File: config.mk
export PLATFORM = sky130hd
export DESIGN_NAME = imm_gen_pipe
export DESIGN_NICKNAME = d
export VERILOG_FILES = /design/src/rtl/imm_pkg.sv /design/src/rtl/imm_decode.sv /design/src/rtl/imm_gen_pipe.sv
export SDC_FILE = /design/constraint.sdc
export NUM_CORES = 1
export LEC_CHECK = 0
export ABC_CLOCK_PERIOD_IN_PS = 2000
export CAP_MARGIN = 5
export CORE_ASPECT_RATIO = 0.9
export CORE_UTILIZATION = 48
export CTS_BUF_LIST = sky130_fd_sc_hd__clkbuf_8
export DETAILED_ROUTE_END_ITERATION = 8
export HOLD_SLACK_MARGIN = 0.03
export PLACE_DENSITY = 0.88
export SYNTH_ARGS = -nofsm -noshare
export SYNTH_HDL_FRONTEND = slang
export SYNTH_SLANG_ARGS = --single-unit
File: constraint.sdc
create_clock -name clk -period 2 [get_ports clk]
set_input_delay 0.4 -clock clk [delete_from_list [all_inputs] [get_ports clk]]
set_output_delay 0.4 -clock clk [all_outputs]
set_load 0.1 [all_outputs]
File: src/rtl/imm_pkg.sv
// ---------------------------------------------------------------------------
// imm_pkg
// Shared definitions for the immediate generator and anything else in the
// decode stage that needs to agree on the imm_src encoding.
//   XLEN_DEFAULT   : default datapath width (32 or 64)
//   INSTR_HI_W     : width of the instr_hi bus (instruction bits [31:7])
//   IMM_*          : imm_src format codes; IMM_RSV is the reserved code
// ---------------------------------------------------------------------------
package imm_pkg;

    localparam int XLEN_DEFAULT = 32;
    localparam int INSTR_HI_W   = 25;

    localparam logic [2:0] IMM_I   = 3'b000;
    localparam logic [2:0] IMM_S   = 3'b001;
    localparam logic [2:0] IMM_B   = 3'b010;
    localparam logic [2:0] IMM_J   = 3'b011;
    localparam logic [2:0] IMM_U   = 3'b100;
    localparam logic [2:0] IMM_Z   = 3'b101;
    localparam logic [2:0] IMM_SH  = 3'b110;
    localparam logic [2:0] IMM_RSV = 3'b111;

endpackage

File: src/rtl/imm_decode.sv
// ---------------------------------------------------------------------------
// imm_decode
// Combinational immediate extraction and extension for the eight imm_src
// formats. Sits directly ahead of the first register slice.
// Ports:
//   instr_hi [24:0]   in   instruction bits [31:7] (bit k = instruction bit k+7)
//   imm_src  [2:0]    in   format select (IMM_* codes from imm_pkg)
//   imm      [XLEN-1:0] out extended immediate (0 for the reserved code)
//   illegal           out  high when imm_src is the reserved code
// ---------------------------------------------------------------------------
module imm_decode
    import imm_pkg::*;
#(
    parameter int XLEN = XLEN_DEFAULT
) (
    input  logic [INSTR_HI_W-1:0] instr_hi,
    input  logic [2:0]            imm_src,
    output logic [XLEN-1:0]       imm,
    output logic                  illegal
);

    // Re-index the bus so the field slices below read like the ISA manual.
    logic [31:7] ins;
    assign ins = instr_hi;

    // Each signed field is assembled at its natural width; the sized cast to
    // XLEN below then replicates its top bit.
    logic signed [11:0] i_imm;
    logic signed [11:0] s_imm;
    logic signed [12:0] b_imm;
    logic signed [20:0] j_imm;
    logic signed [31:0] u_imm;

    assign i_imm = ins[31:20];
    assign s_imm = {ins[31:25], ins[11:7]};
    assign b_imm = {ins[31], ins[7], ins[30:25], ins[11:8], 1'b0};
    assign j_imm = {ins[31], ins[19:12], ins[20], ins[30:21], 1'b0};
    assign u_imm = {ins[31:12], 12'b0};

    always_comb begin
        imm     = '0;
        illegal = 1'b0;
        case (imm_src)
            IMM_I:  imm = XLEN'(i_imm);
            IMM_S:  imm = XLEN'(s_imm);
            IMM_B:  imm = XLEN'(b_imm);
            IMM_J:  imm = XLEN'(j_imm);
            IMM_U:  imm = XLEN'(u_imm);
            IMM_Z:  imm = XLEN'(ins[19:15]);
            IMM_SH: begin
                // RV64 shift amounts carry one extra bit (ins[25]).
                if (XLEN == 64) begin
                    imm = XLEN'(ins[25:20]);
                end else begin
                    imm = XLEN'(ins[24:20]);
                end
            end
            default: begin
                imm     = '0;
                illegal = 1'b1;
            end
        endcase
    end

endmodule

File: src/rtl/imm_gen_pipe.sv
// ---------------------------------------------------------------------------
// imm_gen_pipe
// Pipelined immediate generator: combinational decode followed by STAGES
// register slices with a valid/ready handshake, flush and synchronous reset.
// Ports:
//   clk               in   rising-edge clock
//   reset             in   synchronous, active-high; clears every slice
//   in_valid          in   instr_hi/imm_src valid
//   in_ready          out  block can accept this cycle (combinational from out_ready)
//   instr_hi [24:0]   in   instruction bits [31:7]
//   imm_src  [2:0]    in   format select
//   flush             in   drop every in-flight entry at the next edge
//   out_valid         out  imm_out/illegal valid
//   out_ready         in   consumer accepts this cycle
//   imm_out [XLEN-1:0] out extended immediate
//   illegal           out  entry carried the reserved imm_src code
// ---------------------------------------------------------------------------
module imm_gen_pipe
    import imm_pkg::*;
#(
    parameter int XLEN   = XLEN_DEFAULT,
    parameter int STAGES = 1
) (
    input  logic                  clk,
    input  logic                  reset,
    input  logic                  in_valid,
    output logic                  in_ready,
    input  logic [INSTR_HI_W-1:0] instr_hi,
    input  logic [2:0]            imm_src,
    input  logic                  flush,
    output logic                  out_valid,
    input  logic                  out_ready,
    output logic [XLEN-1:0]       imm_out,
    output logic                  illegal
);

    localparam int LAST = STAGES - 1;

    logic [XLEN-1:0] dec_imm;
    logic            dec_illegal;

    imm_decode #(
        .XLEN(XLEN)
    ) u_decode (
        .instr_hi(instr_hi),
        .imm_src (imm_src),
        .imm     (dec_imm),
        .illegal (dec_illegal)
    );

    // A slice accepts when it is empty or its downstream neighbour accepts in
    // the same cycle. The accept chain runs combinationally from out_ready
    // back to in_ready, which is what lets a full pipe move every cycle.
    for (genvar i = 0; i < STAGES; i++) begin : g_slice
        logic            vld;
        logic [XLEN-1:0] imm;
        logic            ill;
        logic            accept;

        logic            up_vld;
        logic [XLEN-1:0] up_imm;
        logic            up_ill;
        logic            down_accept;

        if (i == 0) begin : g_from_decode
            assign up_vld = in_valid;
            assign up_imm = dec_imm;
            assign up_ill = dec_illegal;
        end else begin : g_from_prev
            assign up_vld = g_slice[i-1].vld;
            assign up_imm = g_slice[i-1].imm;
            assign up_ill = g_slice[i-1].ill;
        end

        if (i == LAST) begin : g_to_out
            assign down_accept = out_ready;
        end else begin : g_to_next
            assign down_accept = g_slice[i+1].accept;
        end

        assign accept = !vld || down_accept;

        // Slice register boundary
        always_ff @(posedge clk) begin
            if (reset) begin
                vld <= 1'b0;
                imm <= '0;
                ill <= 1'b0;
            end else begin
                // On accept the valid bit always follows upstream, so an
                // empty upstream slot moves down as a bubble instead of the
                // current entry being kept (and later re-presented).
                if (flush) begin
                    vld <= 1'b0;
                end else if (accept) begin
                    vld <= up_vld;
                end
                // Data only moves with a real entry, so an emptied output
                // slice keeps showing its last immediate.
                if (accept && up_vld) begin
                    imm <= up_imm;
                    ill <= up_ill;
                end
            end
        end
    end

    assign in_ready  = g_slice[0].accept;
    assign out_valid = g_slice[LAST].vld;
    assign imm_out   = g_slice[LAST].imm;
    assign illegal   = g_slice[LAST].ill;

endmodule

==> After elaboration in Yosys (flattened, before gate mapping) <==
Index checks and enable logic that the tools add are counted.
{ "classes": {"mux": 2, "reduce_logical": 6, "n_eq_ne": 6} }
{ "op_table": {"columns": ["op", "count"], "rows": [
  ["one-hot mux 32 bit (7 select lines)", 1],
  ["== test 3 bit, second input constant", 3],
  ["OR reduction 7 bit", 1],
  ["== test 3 x 2 -> 1 bit, second input constant", 2],
  ["== test 3 x 1 -> 1 bit, second input constant", 1],
  ["logical NOT 3 bit", 1],
  ["OR reduction 2 bit", 1],
  ["logical AND 1 bit", 1],
  ["logical NOT 1 bit", 1],
  ["logical OR 1 bit", 1],
  ["two-way mux 1 bit", 1]
]} }
{ "word_totals": {"input_bits": 33, "elab_cells": 17, "regBits": 34, "output_inout_bits": 35} }

==> Depth between registers and ports, before layout <==
{ "logic_depth": {"depth_word": 3, "depth_mapped": 6, "mapped_depth_nobuf": 4} }

==> Hierarchy <==
Synthesis repeated with hierarchy kept, for this count alone.
{ "hier_totals": {"cells_unflattened": 237, "hier_area_um2": 2079.5} }
{ "by_module_without_submodules": {"columns": ["module", "seq_area_each_um2", "cells_each", "instances", "area_per_inst_um2"], "rows": [
  ["imm_gen_pipe", 680.7, 155, 1, 1488.9],
  ["imm_decode", 0.0, 82, 1, 590.6]
]} }

==> Worst setup path after synthesis <==
Ideal clock, no wire load.
{ "synth_timing": {"kind": "reg-to-reg", "start": "register g_slice[0].vld (netlist: out_valid)", "end": "register g_slice[0].imm[18] (netlist: imm_out[18])", "required_time_ps": 1873, "period_less_slack_ps": 2818, "arrival_ps": 2691, "stages_incl_launch_ff": 6, "n_path_buf": 1, "path_slack_ps": -818, "cell_sequence": "dfxtp_1 nand2b_1 and3_1 buf_2 a21oi_1 nor3_1"} }
{ "synth_between": {"elab_chain_len": 3} }
{ "synth_rtl": {"columns": ["element", "line", "rtl"], "rows": [
  ["from (decl)", "imm_gen_pipe.sv:55", "logic vld;"],
  ["from (signal assigned)", "imm_gen_pipe.sv:96", "vld <= up_vld;"],
  ["logical NOT 1 bit", "imm_gen_pipe.sv:81", "assign accept = !vld || down_accept;"],
  ["logical OR 1 bit", "imm_gen_pipe.sv:81", null],
  ["named net in_ready", "imm_gen_pipe.sv:27", "output logic in_ready,"],
  ["logical AND 1 bit", "imm_gen_pipe.sv:100", "if (accept && up_vld) begin"],
  ["to (signal assigned)", "imm_gen_pipe.sv:101", "imm <= up_imm;"],
  ["to (decl)", "imm_gen_pipe.sv:56", "logic [XLEN-1:0] imm;"]
]} }
The timed path passes the listed nets, and every way through them passes these cells.
A chain may end at the register's enable or synchronous reset.

==> Worst setup path after layout <==
{ "layout_timing": {"start": "input imm_src[2]", "end": "register g_slice[0].imm[2] (netlist: imm_out[2])"} }
{ "layout_between": {"elab_chain_len": 2, "elab_cells_between_ends": 8, "classes_between": "6 x eq/ne; 1 x mux; 1 x reduce/logical"} }
{ "layout_rtl": {"columns": ["element", "line", "rtl"], "rows": [
  ["from (decl)", "imm_gen_pipe.sv:29", "input logic [2:0] imm_src,"],
  ["== test 3 bit (tied with other cells)", "imm_decode.sv:43", "case (imm_src)"],
  ["one-hot mux 32 bit (7 select lines) (*)", "imm_decode.sv:43", null]
]} }
Every way passes the cells marked *; elsewhere a longest branch is shown, timed or not.

==> flow_metrics.py <==
metrics = {
    "global_route": {
        "grt_max_degree": 35,
        "first_global_vias": 1583,
        "antenna_found_initial": 0,
        "grt_pass1_wl_um": 7700,
        "grt_overflow": 0,
        "track_usage_pct": 27.4,
    },
    "routing": {
        "wl_um": 4910,
        "wl_per_cell_um": 15.5,
        "met2_length_um": 2230,
        "vias": 1724,
        "top_layer": "met4",
        "met1_length_um": 2330,
        "postRouteAntennaNets": 0,
        "drt_first_pass_iters": 4,
        "drcViolationCount": 0,
        "routed_via_density": 5.44,
        "drtIter0Drc": 75,
        "route.met3.wl_um": 285,
    },
    "sta": {
        "rsz0062_at_grt": "no",
        "whs_ns": 0.453,
        "relSlewSlack_pct": 74.1,
        "maxSlewViolCount": 0,
        "tns_ns": 0,
        "max_freq_ghz": 0.582,
        "fin_skew_ns": 0.00713,
        "layout_min_cycle_time_ns": 1.72,
        "setup_viol_count_final": 0,
        "fin_crit_sh_pct": 86.0,
        "hold_viol": 0,
        "tightest_slew_ns": 0.388,
    },
    "synthesis": {
        "synthTopCellsByArea": "dfxtp_1 (40%), a21oi_1 (9.4%), mux2i_1 (5.9%), nand2_1 (5.5%), nor2_1 (4.0%)",
        "post-synth-top-area-cell": "dfxtp_1",
        "syn-instance-count": 202,
        "synth_fp_nets": 235,
        "synth_cell_types": 34,
        "yosysWarnings": 0,
        "avgSynthCellArea_um2": 8.41,
        "ys_ff_latch": 34,
        "synth.top_cell.area_share_pct": 40.1,
        "ys.flop_type": "dfxtp_1",
        "synthArstFlopShare_pct": 0,
        "syn-cell-area_um2": 1700,
        "synth_edf_count": 0,
        "yosysSeqAreaShare_pct": 40.1,
    },
    "cts": {
        "cts_setup_buffers": 0,
        "cts_sinks": 34,
        "clkTransAtPathRegs_ns": 0.07,
        "htreeDepth": 2,
        "cts_hold_buffers": 0,
        "numCtsBuffers": 5,
        "clock_latency_ns": 0.29,
        "cts-resized-gates": 0,
        "clockRootBuffer": "clkbuf_8",
        "tritoncts": "built",
        "clockBufferDepth": 2,
    },
    "placed_design": {
        "io_buffers": 67,
        "dp_hpwl_um": 3610,
        "place_congestion": 0.949,
        "dpl.cell_count": 310,
    },
    "worst_setup_path": {
        "worstPathRequired_ns": 2.22,
        "r2r_end": "imm_out[2]",
        "r2r-start": "out_valid",
        "r2r_slack_ns": 0.70,
        "critPathLaunchType": "primary input",
        "setup.worst_path.end_class": "flip-flop",
        "startpoint": "imm_src[2]",
        "crit_end": "imm_out[2]",
        "reg2regPathDepth": 4,
        "path_max_fanout": 14,
        "path_class": "primary input to flip-flop",
        "arrival_ns": 1.94,
    },
    "final_layout": {
        "final_layout_size_suffix_gt1_share_pct": 24.2,
        "syn2layout_area_growth_pct": 45.2,
        "fin_nets": 306,
        "mostFrequentLayoutCells": "buf_4 (46), dfxtp_1 (33), a21oi_1 (32), clkdlybuf4s50_1 (32), nand2_1 (25)",
        "diodes": 0,
        "utilization_pct": 73.0,
        "layout_commonest_cell": "buf_4",
        "n_fill_cell": 286,
        "final_cells": 317,
    },
    "pwr": {
        "p_total_mw": 2.02,
        "leakagePower_nw": 1.06,
        "peakVddDrop_v": 0.000602,
        "p_per_area_nw_per_um2": 819,
    },
    "floorplanning": {
        "num_rows": 20,
        "ios": 68,
        "die-area_um2": 3780,
        "dieWidth_um": 64.7,
        "chipHeight_um": 58.4,
        "coreArea_um2": 3380,
        "start_util_pct": 50.3,
    },
    "run_status": {
        "run_status": "completed",
    },
    "flow_run": {
        "drv_cap": 0,
    },
    "hold_path": {
        "worstHoldPathType": "flip-flop to flip-flop",
    },
}
critical path, cell delays in order:
cell and delay [ns]:
clkdlybuf4s50_1 0.55, buf_12 0.23, or2_1 0.26, o221ai_1 0.24, o21ai_1 0.10, a21oi_1 0.16
flip-flops by register name, indices dropped and copies added, names as in the netlist:
signal,cells
out_valid,1
illegal,1
imm_out,32
cell usage after synthesis (3+ instances only):
cell type,count
nor2_1,18
dfxtp_1,34
buf_2,5
nor3_1,8
o21ai_1,4
buf_6,3
nand3_1,9
nand2_1,25
a21oi_1,32
nand2b_1,7
a21o_1,6
o221ai_1,4
mux2i_1,10
nand4b_1,5
clkbuf_1,4
a2bb2oi_1,5
buf_4,3
worst min path at each step:
stage	cells after the start	end	startpoint	slack [ns]
2_1_floorplan	1	out_valid	flush	0.47
3_3_place_gp	2	imm_out[2]	imm_out[2]	0.44
3_5_place_dp	2	imm_out[1]	imm_out[1]	0.44
4_1_cts	2	imm_out[1]	imm_out[1]	0.45
5_1_grt	2	imm_out[4]	imm_out[4]	0.48
6_report	2	imm_out[1]	imm_out[1]	0.45
report_power, final:
group | leakage (nW) | switching (mW) | internal (mW)
clock | 0.0573 | 0.262 | 0.399
combinational | 0.726 | 0.428 | 0.194
sequential | 0.279 | 0.0219 | 0.714
total | 1.06 | 0.712 | 1.31
cell families (layout without fill, tap and decap cells):
group	after synthesis	count (layout)	share of synthesized area [%]
buffers and inverters	19	90	7.15
AO/OA/AOI/OAI	61	61	24.1
flip-flops	34	34	40.1
multiplexers	10	10	5.90
AND/OR/NAND/NOR	78	78	22.8
metal layers:
layer	vias to the layer above	GRT usage [%]
met5	-	0
met4	0	8.57
met3	7	5.23
met2	64	44.1
met1	796	37.2
li1	857	-
cell type report:
cell class | instances | area, µm² | area share, %
Inverter | 3 | 11.3 | 0.457
Tap cell | 44 | 55.1 | 2.23
Clock inverter | 1 | 30.0 | 1.22
Timing Repair Buffer | 80 | 706 | 28.6
Sequential cell | 34 | 682 | 27.7
Multi-Input combinational cell | 149 | 898 | 36.4
Clock buffer | 6 | 82.6 | 3.35
metrics by stage:
step | setup slack (ns) | cell area [µm²]
floorplan | 0.0251 | 1700
global placement | 0.0229 | 2350
detailed placement | -0.00978 | 2350
CTS | 0.279 | 2460
global route | 0.184 | 2460
finish | 0.281 | 2460
Note: power is estimated with default switching activity, not from simulation.
